==> config.mk <==
export PLATFORM = sky130hd
export DESIGN_NAME = hs_window_sched_flat
export DESIGN_NICKNAME = d
export VERILOG_FILES = /design/src/rtl/hs_window_sched_pkg.sv /design/src/rtl/hs_window_sched_if.sv /design/src/rtl/hs_window_sched_rr_arbiter.sv /design/src/rtl/hs_window_sched.sv /design/src/flat_wrapper.sv
export SDC_FILE = /design/constraint.sdc
export NUM_CORES = 1
export LEC_CHECK = 0
export ABC_CLOCK_PERIOD_IN_PS = 1850
export CAP_MARGIN = 0
export CORE_MARGIN = 2
export CORE_UTILIZATION = 44
export DETAILED_ROUTE_END_ITERATION = 16
export PLACE_DENSITY = 0.74
export SLEW_MARGIN = 20
export SYNTH_ARGS = -nofsm -noshare
export SYNTH_HDL_FRONTEND = slang
export SYNTH_SLANG_ARGS = --single-unit
==> constraint.sdc <==
create_clock -name clk -period 1.85 [get_ports clk]
set_clock_uncertainty 0.15 [all_clocks]
set_input_delay 0.4625 -clock clk [delete_from_list [all_inputs] [get_ports clk]]
set_output_delay 0.4625 -clock clk [all_outputs]
set_load 0.05 [all_outputs]
==> src/rtl/hs_window_sched_pkg.sv <==
// Shared types and helpers for the windowed round-robin handshake scheduler.
package hs_window_sched_pkg;

    typedef enum logic {
        IDLE = 1'b0,
        WAIT = 1'b1
    } state_e;

    // Bits needed to count 0..max_val, never less than one.
    function automatic int unsigned cnt_width(input int unsigned max_val);
        return (max_val == 0) ? 1 : $clog2(max_val + 1);
    endfunction

endpackage

==> src/rtl/hs_window_sched_if.sv <==
// Requester/target side signals of the scheduler, bundled for port hookup.
interface hs_window_sched_if #(
    parameter int unsigned NUM_REQ  = 4,
    parameter int unsigned TO_CNT_W = 8
);
    localparam int unsigned ID_W = $clog2(NUM_REQ);

    logic [NUM_REQ-1:0]  req;
    logic [NUM_REQ-1:0]  ack;
    logic [NUM_REQ-1:0]  to;
    logic                valid;
    logic                ready;
    logic                busy;
    logic [ID_W-1:0]     cur_id;
    logic [TO_CNT_W-1:0] timeout_count;

    modport master (
        input  req, ready,
        output ack, to, valid, busy, cur_id, timeout_count
    );

    modport slave (
        output req, ready,
        input  ack, to, valid, busy, cur_id, timeout_count
    );
endinterface

==> src/rtl/hs_window_sched_rr_arbiter.sv <==
// Combinational round-robin pick: first set request at or above ptr, with wrap.
module rr_arbiter #(
    parameter int unsigned N  = 4,
    parameter int unsigned IW = $clog2(N)
) (
    input  logic [N-1:0]  req_i,
    input  logic [IW-1:0] ptr_i,
    output logic          any_req_o,
    output logic [IW-1:0] grant_id_o
);
    int unsigned idx;

    // Scan from the farthest offset down so the nearest requester wins last.
    always_comb begin
        any_req_o  = |req_i;
        grant_id_o = '0;
        idx        = 0;
        for (int unsigned k = 0; k < N; k++) begin
            idx = (32'(ptr_i) + (N - 1 - k)) % N;
            if (req_i[idx]) begin
                grant_id_o = IW'(idx);
            end
        end
    end
endmodule

==> src/rtl/hs_window_sched.sv <==
// Round-robin scheduler sharing one valid/ready target, with a bounded
// ready window per transaction and a saturating timeout counter.
module hs_window_sched
    import hs_window_sched_pkg::*;
#(
    parameter int unsigned NUM_REQ  = 4,
    parameter int unsigned MAX_WAIT = 10,
    parameter int unsigned TO_CNT_W = 8
) (
    input  logic              clk,
    input  logic              rst,
    hs_window_sched_if.master sched_if
);
    localparam int unsigned         ID_W      = $clog2(NUM_REQ);
    localparam int unsigned         WC_W      = cnt_width(MAX_WAIT);
    localparam logic [WC_W-1:0]     WAIT_LAST = WC_W'(MAX_WAIT);
    localparam logic [ID_W-1:0]     LAST_ID   = ID_W'(NUM_REQ - 1);
    localparam logic [TO_CNT_W-1:0] TO_SAT    = '1;

    state_e              state_q,  state_d;
    logic                valid_q,  valid_d;
    logic                busy_q,   busy_d;
    logic [NUM_REQ-1:0]  ack_q,    ack_d;
    logic [NUM_REQ-1:0]  to_q,     to_d;
    logic [ID_W-1:0]     cur_id_q, cur_id_d;
    logic [ID_W-1:0]     rr_ptr_q, rr_ptr_d;
    logic [WC_W-1:0]     wait_q,   wait_d;
    logic [TO_CNT_W-1:0] to_cnt_q, to_cnt_d;

    logic                any_req;
    logic [ID_W-1:0]     grant_id;

    rr_arbiter #(
        .N  (NUM_REQ),
        .IW (ID_W)
    ) u_arb (
        .req_i      (sched_if.req),
        .ptr_i      (rr_ptr_q),
        .any_req_o  (any_req),
        .grant_id_o (grant_id)
    );

    // Next-state logic; the window exit is decided before wait_q increments.
    always_comb begin
        state_d  = state_q;
        valid_d  = valid_q;
        busy_d   = busy_q;
        ack_d    = '0;
        to_d     = '0;
        cur_id_d = cur_id_q;
        rr_ptr_d = rr_ptr_q;
        wait_d   = wait_q;
        to_cnt_d = to_cnt_q;

        case (state_q)
            IDLE: begin
                valid_d = 1'b0;
                busy_d  = 1'b0;
                if (any_req) begin
                    cur_id_d = grant_id;
                    wait_d   = '0;
                    valid_d  = 1'b1;
                    busy_d   = 1'b1;
                    state_d  = WAIT;
                end
            end
            WAIT: begin
                if (sched_if.ready || (wait_q == WAIT_LAST)) begin
                    if (sched_if.ready) begin
                        ack_d[cur_id_q] = 1'b1;
                    end else begin
                        to_d[cur_id_q] = 1'b1;
                        if (to_cnt_q != TO_SAT) begin
                            to_cnt_d = to_cnt_q + TO_CNT_W'(1);
                        end
                    end
                    valid_d  = 1'b0;
                    busy_d   = 1'b0;
                    rr_ptr_d = (cur_id_q == LAST_ID) ? '0 : cur_id_q + ID_W'(1);
                    state_d  = IDLE;
                end else begin
                    wait_d = wait_q + WC_W'(1);
                end
            end
            default: state_d = IDLE;
        endcase
    end

    always_ff @(posedge clk or posedge rst) begin
        if (rst) begin
            state_q  <= IDLE;
            valid_q  <= 1'b0;
            busy_q   <= 1'b0;
            ack_q    <= '0;
            to_q     <= '0;
            cur_id_q <= '0;
            rr_ptr_q <= '0;
            wait_q   <= '0;
            to_cnt_q <= '0;
        end else begin
            state_q  <= state_d;
            valid_q  <= valid_d;
            busy_q   <= busy_d;
            ack_q    <= ack_d;
            to_q     <= to_d;
            cur_id_q <= cur_id_d;
            rr_ptr_q <= rr_ptr_d;
            wait_q   <= wait_d;
            to_cnt_q <= to_cnt_d;
        end
    end

    assign sched_if.valid         = valid_q;
    assign sched_if.busy          = busy_q;
    assign sched_if.ack           = ack_q;
    assign sched_if.to            = to_q;
    assign sched_if.cur_id        = cur_id_q;
    assign sched_if.timeout_count = to_cnt_q;
endmodule

==> src/flat_wrapper.sv <==
// flat-port wrapper written by rule: the top's interface ports become plain ports
module hs_window_sched_flat import hs_window_sched_pkg::*;
#(
    parameter int unsigned NUM_REQ  = 4,
    parameter int unsigned MAX_WAIT = 10,
    parameter int unsigned TO_CNT_W = 8
)
  (clk, rst, sched_if_req, sched_if_ready, sched_if_ack, sched_if_to, sched_if_valid, sched_if_busy, sched_if_cur_id, sched_if_timeout_count);
  hs_window_sched_if #(.NUM_REQ(NUM_REQ), .TO_CNT_W(TO_CNT_W)) sched_if_i ();
  input  logic clk;
  input  logic rst;
  input wire logic [$bits(sched_if_i.req)-1:0] sched_if_req;
  input wire logic [$bits(sched_if_i.ready)-1:0] sched_if_ready;
  output wire logic [$bits(sched_if_i.ack)-1:0] sched_if_ack;
  output wire logic [$bits(sched_if_i.to)-1:0] sched_if_to;
  output wire logic [$bits(sched_if_i.valid)-1:0] sched_if_valid;
  output wire logic [$bits(sched_if_i.busy)-1:0] sched_if_busy;
  output wire logic [$bits(sched_if_i.cur_id)-1:0] sched_if_cur_id;
  output wire logic [$bits(sched_if_i.timeout_count)-1:0] sched_if_timeout_count;
  assign sched_if_i.req = sched_if_req;
  assign sched_if_i.ready = sched_if_ready;
  assign sched_if_ack = sched_if_i.ack;
  assign sched_if_to = sched_if_i.to;
  assign sched_if_valid = sched_if_i.valid;
  assign sched_if_busy = sched_if_i.busy;
  assign sched_if_cur_id = sched_if_i.cur_id;
  assign sched_if_timeout_count = sched_if_i.timeout_count;
  hs_window_sched #(.NUM_REQ(NUM_REQ), .MAX_WAIT(MAX_WAIT), .TO_CNT_W(TO_CNT_W)) u_core (.clk(clk), .rst(rst), .sched_if(sched_if_i));
endmodule
==> results.md <==
| Item | Value | Unit |
|:---|:---|:---|
| Run status | finished clean | - |
| Fill cell count | 194 | - |
| Cell type contributing the most total cell area after synthesis | dfrtp_1 | - |
| Residual antenna-violating net count after detailed routing | 0 | - |
| Critical-path top delay cell | clkdlybuf4s50_1 | - |
| Element type at the critical path end | register | - |
| Placeable core region | 0.00273 | mm² |
| Worst endpoint data arrival time | 1830 | ps |
| CP top delay family | buffers and inverters | - |
| Mapped cell area | 0.00125 | mm² |
| Final critical-path share of the clock period | 0.948 | - |
| Number of DRC violations after detailed-routing iteration 0 | 15 | - |
| Half-perimeter wire length after placement | 1850 | µm |
| Post-Syn Area per Cell | 11.7 | µm² |
| Placer Congestion | 0.840 | - |
| Number of hold buffers added after CTS | 0 | - |
| Initial cell density of the core | 0.457 | - |
| Number of global-route vias before repair | 977 | - |
| Required time of the critical path | 1920 | ps |
| Ratio of cells with drive above 1 in the final layout | 0.340 | - |
| Clock Tree Root | clkbuf_4 | - |
| Most common cell in the netlist | dfrtp_1 | - |
| Worst path cell trace | clkdlybuf4s50_1 -> nand2b_4 -> a311oi_4 -> mux2_2 | - |
| Pin count of the biggest net entering global routing | 27 | - |
| Wire length of the first global-routing pass | 4190 | µm |
| Reg clk slew, reported paths | 140 | ps |
| Hold violation total from the final report | 0 | - |
| Count of unique library cells instantiated by Yosys | 30 | - |
| Post CTS Setup Buffer Count | 0 | - |
| Count of nets after finishing | 162 | - |
| Top layer used by detailed routing | met4 | - |
| Clock tree from TritonCTS | yes | - |
| Synthesized instance count | 107 | - |
| Source-to-sink clock delay at the later pin of the worst-skew pair | 320 | ps |
| Setup slack of the critical path after layout | 96.7 | ps |
| Post-synthesis share of cell area spent on and, or, nand and nor gates | 0.192 | - |
| CTS Buf Count | 3 | - |
| Proportion of synthesized area in mux cells | 0.0531 | - |
| Average via count per standard cell | 5.09 | - |
| Placed standard-cell area | 0.00172 | mm² |
| Number of optimization iterations in the first detailed-route pass | 3 | - |
| Chip Width | 57.3 | µm |
| Dominant combinational cell family by area after synthesis | simple AND/OR/NAND/NOR gates | - |
| Count of flip-flops with a built-in enable after synthesis | 0 | - |
| Final period demand of the worst path | 1750 | ps |
| Resized Gates After CTS | 0 | - |
| Synth Flop Type | dfrtp_1 | - |
| Worst hold slack across all endpoints | 315 | ps |
| Synth Register Bits | 26 | - |
| Final std cells w/o fill | 178 | - |
| Port Buffer Count | 26 | - |
| Synthesis Warnings | 0 | - |
| Final setup violation count | 0 | - |
| Maximum clock frequency | 0.570 | GHz |
| Met3 layer wire length in the routed design | 72 | µm |
| Post-synthesis compound-gate area fraction | 0.0982 | - |
| DRC violation count after routing | 0 | - |
| Setup repair after global routing missed its margin | false | - |
| Critical path class | in -> reg | - |
| Setup TNS | 0 | ps |
| Routed length on met1 | 1040 | µm |
| Std-Cell Rows | 19 | - |
| Depth of the worst register-to-register path | 3 | - |
| Async S/R FF share, synth | 1.00 | - |
| Critical path fanouts, max | 5 | - |
| Cell area power density | 1130 | mW/mm² |
| Adder-cell share of the synthesized area | 0.0701 | - |
| HP Class | in -> async | - |
| Synthesized netlist net count | 121 | - |
| Post-Place Cells | 174 | - |
| Reg2Reg Launch Point | u_core.sched_if.timeout_count[0] | - |
| CTS sink cnt | 26 | - |
| Overall fraction of global-route tracks in use | 0.168 | - |
| Worst-case vdd ir drop | 1.14 | mV |
| Number of antenna violations at the first check in global routing | 0 | - |
| Pre-CTS setup slack | -259 | ps |
| Detailed-route wire length per cell | 13.2 | µm |
| Die boundary height | 57.3 | µm |
| Final count of pins violating max slew | 0 | - |
| Synthesized-area fraction occupied by xor and xnor cells | 0.0351 | - |
| Worst path max stage delay | 430 | ps |
| Routed wire length on met2 | 1230 | µm |
| Cell types with the highest counts after synthesis | dfrtp_1, nand2_1, inv_1, ha_1 | - |
| Remaining global-route overflow | 0 | - |
| Via count | 906 | - |
| Worst-case clock buffer depth | 2 | - |
| Overall die area | 0.00328 | mm² |
| Total leakage power | 0.910 | nW |
| Signed area change from the synthesized netlist to the final layout | 42.9 | % |
| Final design area excluding fillers | 0.00178 | mm² |
| Post-synthesis sequential area ratio | 0.521 | - |
| Slew Limit Headroom | 0.779 | - |
| Most area-consuming cells after synthesis | dfrtp_1, ha_1, mux2_2 | - |
| Worst Path Buf+Inv | 1 | - |
| CP Launch Type | input pin | - |
| Number of diodes | 0 | - |
| Number of top-level pins | 27 | - |
| Proportion of netlist area held by the largest area contributor | 0.521 | - |
| Number of levels in the clock H-tree | 1 | - |
| Capture point of the worst reg-to-reg path | u_core.sched_if.timeout_count[1] | - |
| Register-to-register path setup slack | 110 | ps |
| Final wirelength | 2360 | µm |
| # Max-Cap Violations | 0 | - |
| Slew at the pin closest to its max-slew limit | 332 | ps |
## final cells by class
class	instances	area [µm²]	area share
clock buffers	3	22.5	0.0126
clock inverters	1	30.0	0.0168
inverters	8	30.0	0.0168
multi-input cells	72	568	0.318
flip-flops and latches	26	652	0.365
well taps	31	38.8	0.0217
repair buffers	37	443	0.248
## worst min-delay path: stages
cell,delay (ps)
clkdlybuf4s50_1,390
inv_1,50
buf_4,310
## sequential cells by signal (all words and copies together), names as in the netlist
name	count
u_core.sched_if.cur_id	2
u_core.sched_if.valid	1
u_core.sched_if.timeout_count	8
u_core.sched_if.to	4
u_core.sched_if.ack	4
u_core.state_q	1
u_core.wait_q	4
u_core.rr_ptr_q	2
## per-layer routing
layer  up-vias  track usage
li1        454            -
met4         0       0.0399
met1       434        0.202
met5         -            0
met3         2       0.0499
met2        16        0.296
## kinds of logic (layout without fill, tap and decap cells)
| family | after synthesis | in the layout |
|---|---|---|
| compound gates | 16 | 16 |
| fa+ha+maj | 7 | 7 |
| mux | 6 | 6 |
| buf+inv | 9 | 49 |
| simple gates | 38 | 38 |
| flops | 26 | 26 |
| xor+xnor | 5 | 5 |
## layout by cell type, fill, tap and decap left out, drive strengths merged, types with 4 or more instances in the layout
cell type       n
buf            31
nand2b          4
o21ai           4
xnor2           4
nand4           4
ha              7
inv             8
and2            4
mux2            5
and3            7
clkdlybuf4s50   6
dfrtp          26
nand2          10
## stage by stage
stage	util	total power [mW]
after detailed placement	0.631	1.64
after global placement	0.631	1.61
final	0.653	2.02
after floorplan	-	1.28
after CTS	0.650	2.03
after global routing	0.653	2.16
## worst max-delay path by stage
| stage | from | to | depth (start not counted) |
|---|---|---|---|
| 2_1_floorplan | u_core.sched_if.timeout_count[1] | u_core.sched_if.timeout_count[1] | 3 |
| 3_3_place_gp | sched_if_ready | u_core.sched_if.timeout_count[1] | 4 |
| 3_5_place_dp | sched_if_ready | u_core.sched_if.timeout_count[1] | 4 |
| 4_1_cts | u_core.wait_q[0] | u_core.sched_if.timeout_count[1] | 5 |
| 5_1_grt | u_core.wait_q[0] | u_core.sched_if.timeout_count[1] | 5 |
| 6_report | sched_if_ready | u_core.sched_if.timeout_count[1] | 4 |
## where the power goes
| group | internal (mW) | switching, mW | leakage (nW) |
|---|---|---|---|
| Combinational | 0.370 | 0.434 | 0.536 |
| Clock | 0.219 | 0.172 | 0.0279 |
| Sequential | 0.674 | 0.147 | 0.347 |
Power figures use the tool's default switching activity.
